===== src/rtl/wave_dac.sv =====
// wave_dac: free-running DDS waveform generator (sine/triangle/sawtooth/square) for an 8-bit DAC.
// Optional macro DAC_TWOS_COMP_EN inverts the output MSB for two's-complement DAC coding.
module wave_dac #(
  parameter int unsigned      WAVE      = 0,
  parameter int unsigned      ACC_W     = 16,
  parameter logic [ACC_W-1:0] PHASE_INC = ACC_W'(16'h0100)
) (
  input  logic       clk,
  input  logic       rst,
  output logic [7:0] dac_out
);

`ifdef DAC_TWOS_COMP_EN
  localparam logic [7:0] CodeXor = 8'h80;
`else
  localparam logic [7:0] CodeXor = 8'h00;
`endif
  localparam logic [7:0] ResetCode = 8'h80 ^ CodeXor;

  // Quarter-wave table: round(127*sin(pi*k/128)), k = 0..64.
  localparam logic [6:0] SineQ [65] = '{
    7'd0,   7'd3,   7'd6,   7'd9,   7'd12,  7'd16,  7'd19,  7'd22,
    7'd25,  7'd28,  7'd31,  7'd34,  7'd37,  7'd40,  7'd43,  7'd46,
    7'd49,  7'd51,  7'd54,  7'd57,  7'd60,  7'd63,  7'd65,  7'd68,
    7'd71,  7'd73,  7'd76,  7'd78,  7'd81,  7'd83,  7'd85,  7'd88,
    7'd90,  7'd92,  7'd94,  7'd96,  7'd98,  7'd100, 7'd102, 7'd104,
    7'd106, 7'd107, 7'd109, 7'd111, 7'd112, 7'd113, 7'd115, 7'd116,
    7'd117, 7'd118, 7'd120, 7'd121, 7'd122, 7'd122, 7'd123, 7'd124,
    7'd125, 7'd125, 7'd126, 7'd126, 7'd126, 7'd127, 7'd127, 7'd127,
    7'd127
  };

  logic [ACC_W-1:0] r_phase;
  logic [7:0]       r_dac;
  logic [7:0]       w_idx;
  logic [6:0]       w_k;
  logic [6:0]       w_mag;
  logic [7:0]       w_wave;

  assign w_idx = r_phase[ACC_W-1 -: 8];

  always_comb begin
    // Odd quadrants read the table backwards from entry 64.
    w_k    = w_idx[6] ? (7'd64 - {1'b0, w_idx[5:0]}) : {1'b0, w_idx[5:0]};
    w_mag  = SineQ[w_k];
    w_wave = 8'h80;
    case (WAVE)
      0:       w_wave = w_idx[7] ? (8'd128 - {1'b0, w_mag}) : (8'd128 + {1'b0, w_mag});
      1:       w_wave = w_idx[7] ? {~w_idx[6:0], 1'b1} : {w_idx[6:0], 1'b0};
      2:       w_wave = w_idx;
      3:       w_wave = w_idx[7] ? 8'h00 : 8'hFF;
      default: w_wave = 8'h80;
    endcase
  end

  always_ff @(posedge clk or posedge rst) begin
    if (rst) begin
      r_phase <= '0;
      r_dac   <= ResetCode;
    end else begin
      r_phase <= r_phase + PHASE_INC;
      r_dac   <= w_wave ^ CodeXor;
    end
  end

  assign dac_out = r_dac;

endmodule


===== config.mk =====
export PLATFORM = sky130hd
export DESIGN_NAME = wave_dac
export DESIGN_NICKNAME = d
export VERILOG_FILES = /design/src/rtl/wave_dac.sv
export SDC_FILE = /design/constraint.sdc
export NUM_CORES = 1
export LEC_CHECK = 0
export BUFFER_PORTS_ARGS = -buffer_cell sky130_fd_sc_hd__buf_2
export CORE_MARGIN = 1.5
export CORE_UTILIZATION = 50
export CTS_CLUSTER_DIAMETER = 100
export CTS_CLUSTER_SIZE = 24
export DETAILED_ROUTE_END_ITERATION = 8
export MAX_ROUTING_LAYER = met4
export PLACE_DENSITY = 0.7
export SETUP_SLACK_MARGIN = 0.05
export SYNTH_ARGS = -nofsm -noshare
export SYNTH_HDL_FRONTEND = slang
export SYNTH_SLANG_ARGS = --single-unit

===== constraint.sdc =====
create_clock -name clk -period 3.8 [get_ports clk]
set_input_delay 0.38 -clock clk [delete_from_list [all_inputs] [get_ports clk]]
set_output_delay 0.38 -clock clk [all_outputs]
set_load 0.05 [all_outputs]

==> impl_metrics.json <==
{
  "cp_depth": 15,
  "critical-path-top-cell-by-count": "sky130_fd_sc_hd__ha_1",
  "kind_of_critical_path": "register to register",
  "post-route-util_pct": 56.9,
  "die-width_um": 63.6,
  "placed_cell_area_um2": 1900,
  "design_area_um2": 1960,
  "timing.critical_path.required_ps": 3930,
  "timing.max_slew.rel_slack_pct": 56.0,
  "asyncSetResetFlopFracSynth_pct": 100,
  "regToRegEndpoint": "dac_out[6]",
  "timing.hold.worst.class": "input pin to async pin",
  "detail_route.drc_violations": 0,
  "most_frequent_cell_after_synthesis": "sky130_fd_sc_hd__nand2_1",
  "setup_total_negative_slack_ps": 0,
  "route.met2.wl_mm": 1.94,
  "clock_pin_transition_on_the_worst_setup_and_hold_timing_paths_ps": 60,
  "netlist_area_before_placement_um2": 1840,
  "design.die.area_um2": 4050,
  "top_routing_layer_in_use": "met4",
  "diodes": 0,
  "setup.worst_path.end": "dac_out[6]",
  "num_vias": 1625,
  "finalSetupViolations": 0,
  "cp.arrival_ps": 3460,
  "fin_ws_ps": 469,
  "worst_r2r_startpoint": "r_phase[8]",
  "grt_usage_pct": 23.1,
  "maxClockFrequency_mhz": 300,
  "final_net_count": 237,
  "detail_route.wirelength_mm": 4.10,
  "insertion_delay_ps": 250,
  "syn2layout_area_growth_pct": 6.68,
  "worst-path-buf-inv": 2,
  "num_rows": 21,
  "htree_levels": 1,
  "numCtsBuffers": 3,
  "outcome": "completed",
  "cp-start-kind": "register",
  "floorplan.initialDensity_pct": 53.4,
  "syn-instance-count": 221,
  "final_min_period_ps": 3330,
  "wl_met3_um": 129,
  "clock_tree_from_tritoncts": "yes",
  "drt.antenna.violating_nets": 0,
  "final_cell_count_no_fill": 269,
  "final_min_period_over_clock_period_pct": 87.7,
  "portBuffers": 9,
  "antenna_found_initial": 0,
  "pin_count_of_the_biggest_net_entering_global_routing": 18,
  "synth_flop_cell": "sky130_fd_sc_hd__dfrtp_1",
  "floorplan.core_area_um2": 3440,
  "worstRegToRegCells": 15,
  "power.ir.vdd_worst_mv": 0.0761,
  "synth-seq-cells": 16,
  "m1WireLength_mm": 1.97,
  "timing.critical_path.slowest_cell_delay_ps": 660,
  "detailed_routing_iteration_count_for_the_pre_antenna_repair_pass": 4,
  "floorplan.die.height_um": 63.6,
  "yosysWarningCount": 0,
  "avgViaCountPerCell": 6.04,
  "preCtsSetupSlack_ps": 535,
  "cts.root.buffer_cell": "sky130_fd_sc_hd__clkbuf_8",
  "clock_skew_ps": 3.27,
  "post_synth.cell_area_avg_um2": 8.31,
  "cts-root-to-sink-buffers": 2,
  "postCtsHoldBufs": 0,
  "worst-path-max-fanout": 6,
  "timing.critical_path.cells": "inv_1 > ha_1 > nand2_1 > o21a_1 > inv_1 > ha_1 > or4b_2 > o21ai_0 > o311ai_0 > o2111ai_1 > o31ai_2 > ha_1 > nand2_1 > o21ai_1 > xor2_1",
  "critical_path.endpoint_type": "register",
  "netlist-cell-type-count": 63,
  "ioPinCount": 10,
  "dp.cells": 265,
  "synth.largest_area_cell": "sky130_fd_sc_hd__dfrtp_1",
  "final-hold-violation-count": 0,
  "p_leak_nw": 0.765,
  "synth.top_cell.area_share_pct": 20.4,
  "cellPowerDensity_nw_per_um2": 165,
  "finalMaxSlewViolations": 0,
  "critical_path.slowest_cell": "sky130_fd_sc_hd__or4b_2",
  "worstSetupStartpoint": "r_phase[8]",
  "detail_route.iter0.violations": 86,
  "actual_transition_at_the_worst_max_transition_pin_ps": 658,
  "rsz0062_at_grt": "no",
  "num-fill-cells": 326,
  "netlist_top_cells_area": "sky130_fd_sc_hd__dfrtp_1 20%, sky130_fd_sc_hd__ha_1 7.5%, sky130_fd_sc_hd__xor2_1 4.8%, sky130_fd_sc_hd__o21ai_0 4.1%, sky130_fd_sc_hd__xnor2_1 3.8%",
  "first_global_vias": 1531,
  "path_delay_family": "adder cells",
  "synth_sequential_area_ratio_pct": 21.9,
  "gpl.final_weighted_congestion": 0.894,
  "ctsResizeCount": 0,
  "most_frequent_cells_after_synthesis": "18 x sky130_fd_sc_hd__nand2_1, 15 x sky130_fd_sc_hd__dfrtp_1, 15 x sky130_fd_sc_hd__o21ai_0",
  "synth_fp_nets": 234,
  "cts_sinks": 16,
  "rrSetupSlack_ps": 470,
  "routed_wire_length_per_instance_um": 15.2,
  "global_route.overflow_total": 0,
  "maxCapViolations": 0,
  "grt_first_pass_wirelength_mm": 7.23,
  "cts_setup_buffers": 0,
  "dpl.hpwl_mm": 3.05,
  "drive_gt1_share_pct": 18.4,
  "number_of_flops_mapped_to_enable_cells_by_yosys": 0
}
==> per-stage QoR <==
stage                     power (mW)  hold WS [ps]
final                          0.324           202
after global routing           0.339           275
after CTS                      0.329           228
after detailed placement       0.178           495
after global placement         0.178           487
after floorplan                0.176           293
==> routing by layer <==
metal / up-vias / GRT usage, %
met2: 37 / 36.1
met4: 0 / 8.42
li1: 818 / -
met1: 763 / 31.5
met5: - / -
met3: 7 / 1.61
==> final cells by class <==
cell class / instances / area, um^2 / area share [%]
repair buffers: 18 / 113 / 5.75
well taps: 46 / 57.6 / 2.94
clock buffers: 4 / 55.1 / 2.81
flip-flops and latches: 16 / 402 / 20.5
inverters: 6 / 22.5 / 1.15
multi-input cells: 179 / 1310 / 66.9
==> placed cells by master (no fill, tap or decap), types with 2 or more instances in the layout <==
cell type and n:
sky130_fd_sc_hd__nand2_1 18, sky130_fd_sc_hd__clkbuf_8 4, sky130_fd_sc_hd__buf_2 9, sky130_fd_sc_hd__a211oi_1 3, sky130_fd_sc_hd__dfrtp_1 15, sky130_fd_sc_hd__nand4_1 5, sky130_fd_sc_hd__a21oi_1 10, sky130_fd_sc_hd__and4b_1 2
sky130_fd_sc_hd__ha_1 11, sky130_fd_sc_hd__nand3_1 6, sky130_fd_sc_hd__a211o_1 3, sky130_fd_sc_hd__o21ai_0 15, sky130_fd_sc_hd__nor2_1 9, sky130_fd_sc_hd__buf_4 9, sky130_fd_sc_hd__o21ai_1 5, sky130_fd_sc_hd__nor2b_1 3
sky130_fd_sc_hd__o21a_1 2, sky130_fd_sc_hd__nand4bb_1 2, sky130_fd_sc_hd__o211ai_1 3, sky130_fd_sc_hd__nand2b_1 7, sky130_fd_sc_hd__nor3b_1 3, sky130_fd_sc_hd__nor4_1 2, sky130_fd_sc_hd__inv_1 6, sky130_fd_sc_hd__o311ai_0 2
sky130_fd_sc_hd__o211ai_2 2, sky130_fd_sc_hd__nor3_1 11, sky130_fd_sc_hd__xor2_1 10, sky130_fd_sc_hd__xnor2_1 8, sky130_fd_sc_hd__o311ai_1 3, sky130_fd_sc_hd__mux2_2 3, sky130_fd_sc_hd__mux2i_1 2
==> worst min-delay path by stage <==
stage,start,to,slack [ps],depth (start not counted)
after global routing,rst,dac_out[2],280,2
after detailed placement,rst,dac_out[5],500,2
after floorplan,rst,dac_out[0],290,1
after CTS,rst,r_phase[13],230,2
after global placement,rst,dac_out[5],490,2
final,rst,dac_out[5],200,2
==> sequential cells by signal (all words and copies together), names as in the netlist <==
register	cells
r_phase	8
dac_out	8
==> where the power goes <==
part,internal [mW],switching (mW)
Clock,0.0919,0.0580
Sequential,0.170,0
Combinational,0.000418,0.00338
Total,0.263,0.0614
==> cell families after synthesis <==
| kind of cell | after synthesis | share of synthesized area (%) |
|---|---|---|
| simple gates | 77 | 23.5 |
| compound gates | 66 | 27.0 |
| buf+inv | 26 | 6.81 |
| xor+xnor | 20 | 10.4 |
| flops | 16 | 21.9 |
| fa+ha+maj | 11 | 7.49 |
| mux | 5 | 2.93 |
(Power assumes the default switching activity.)
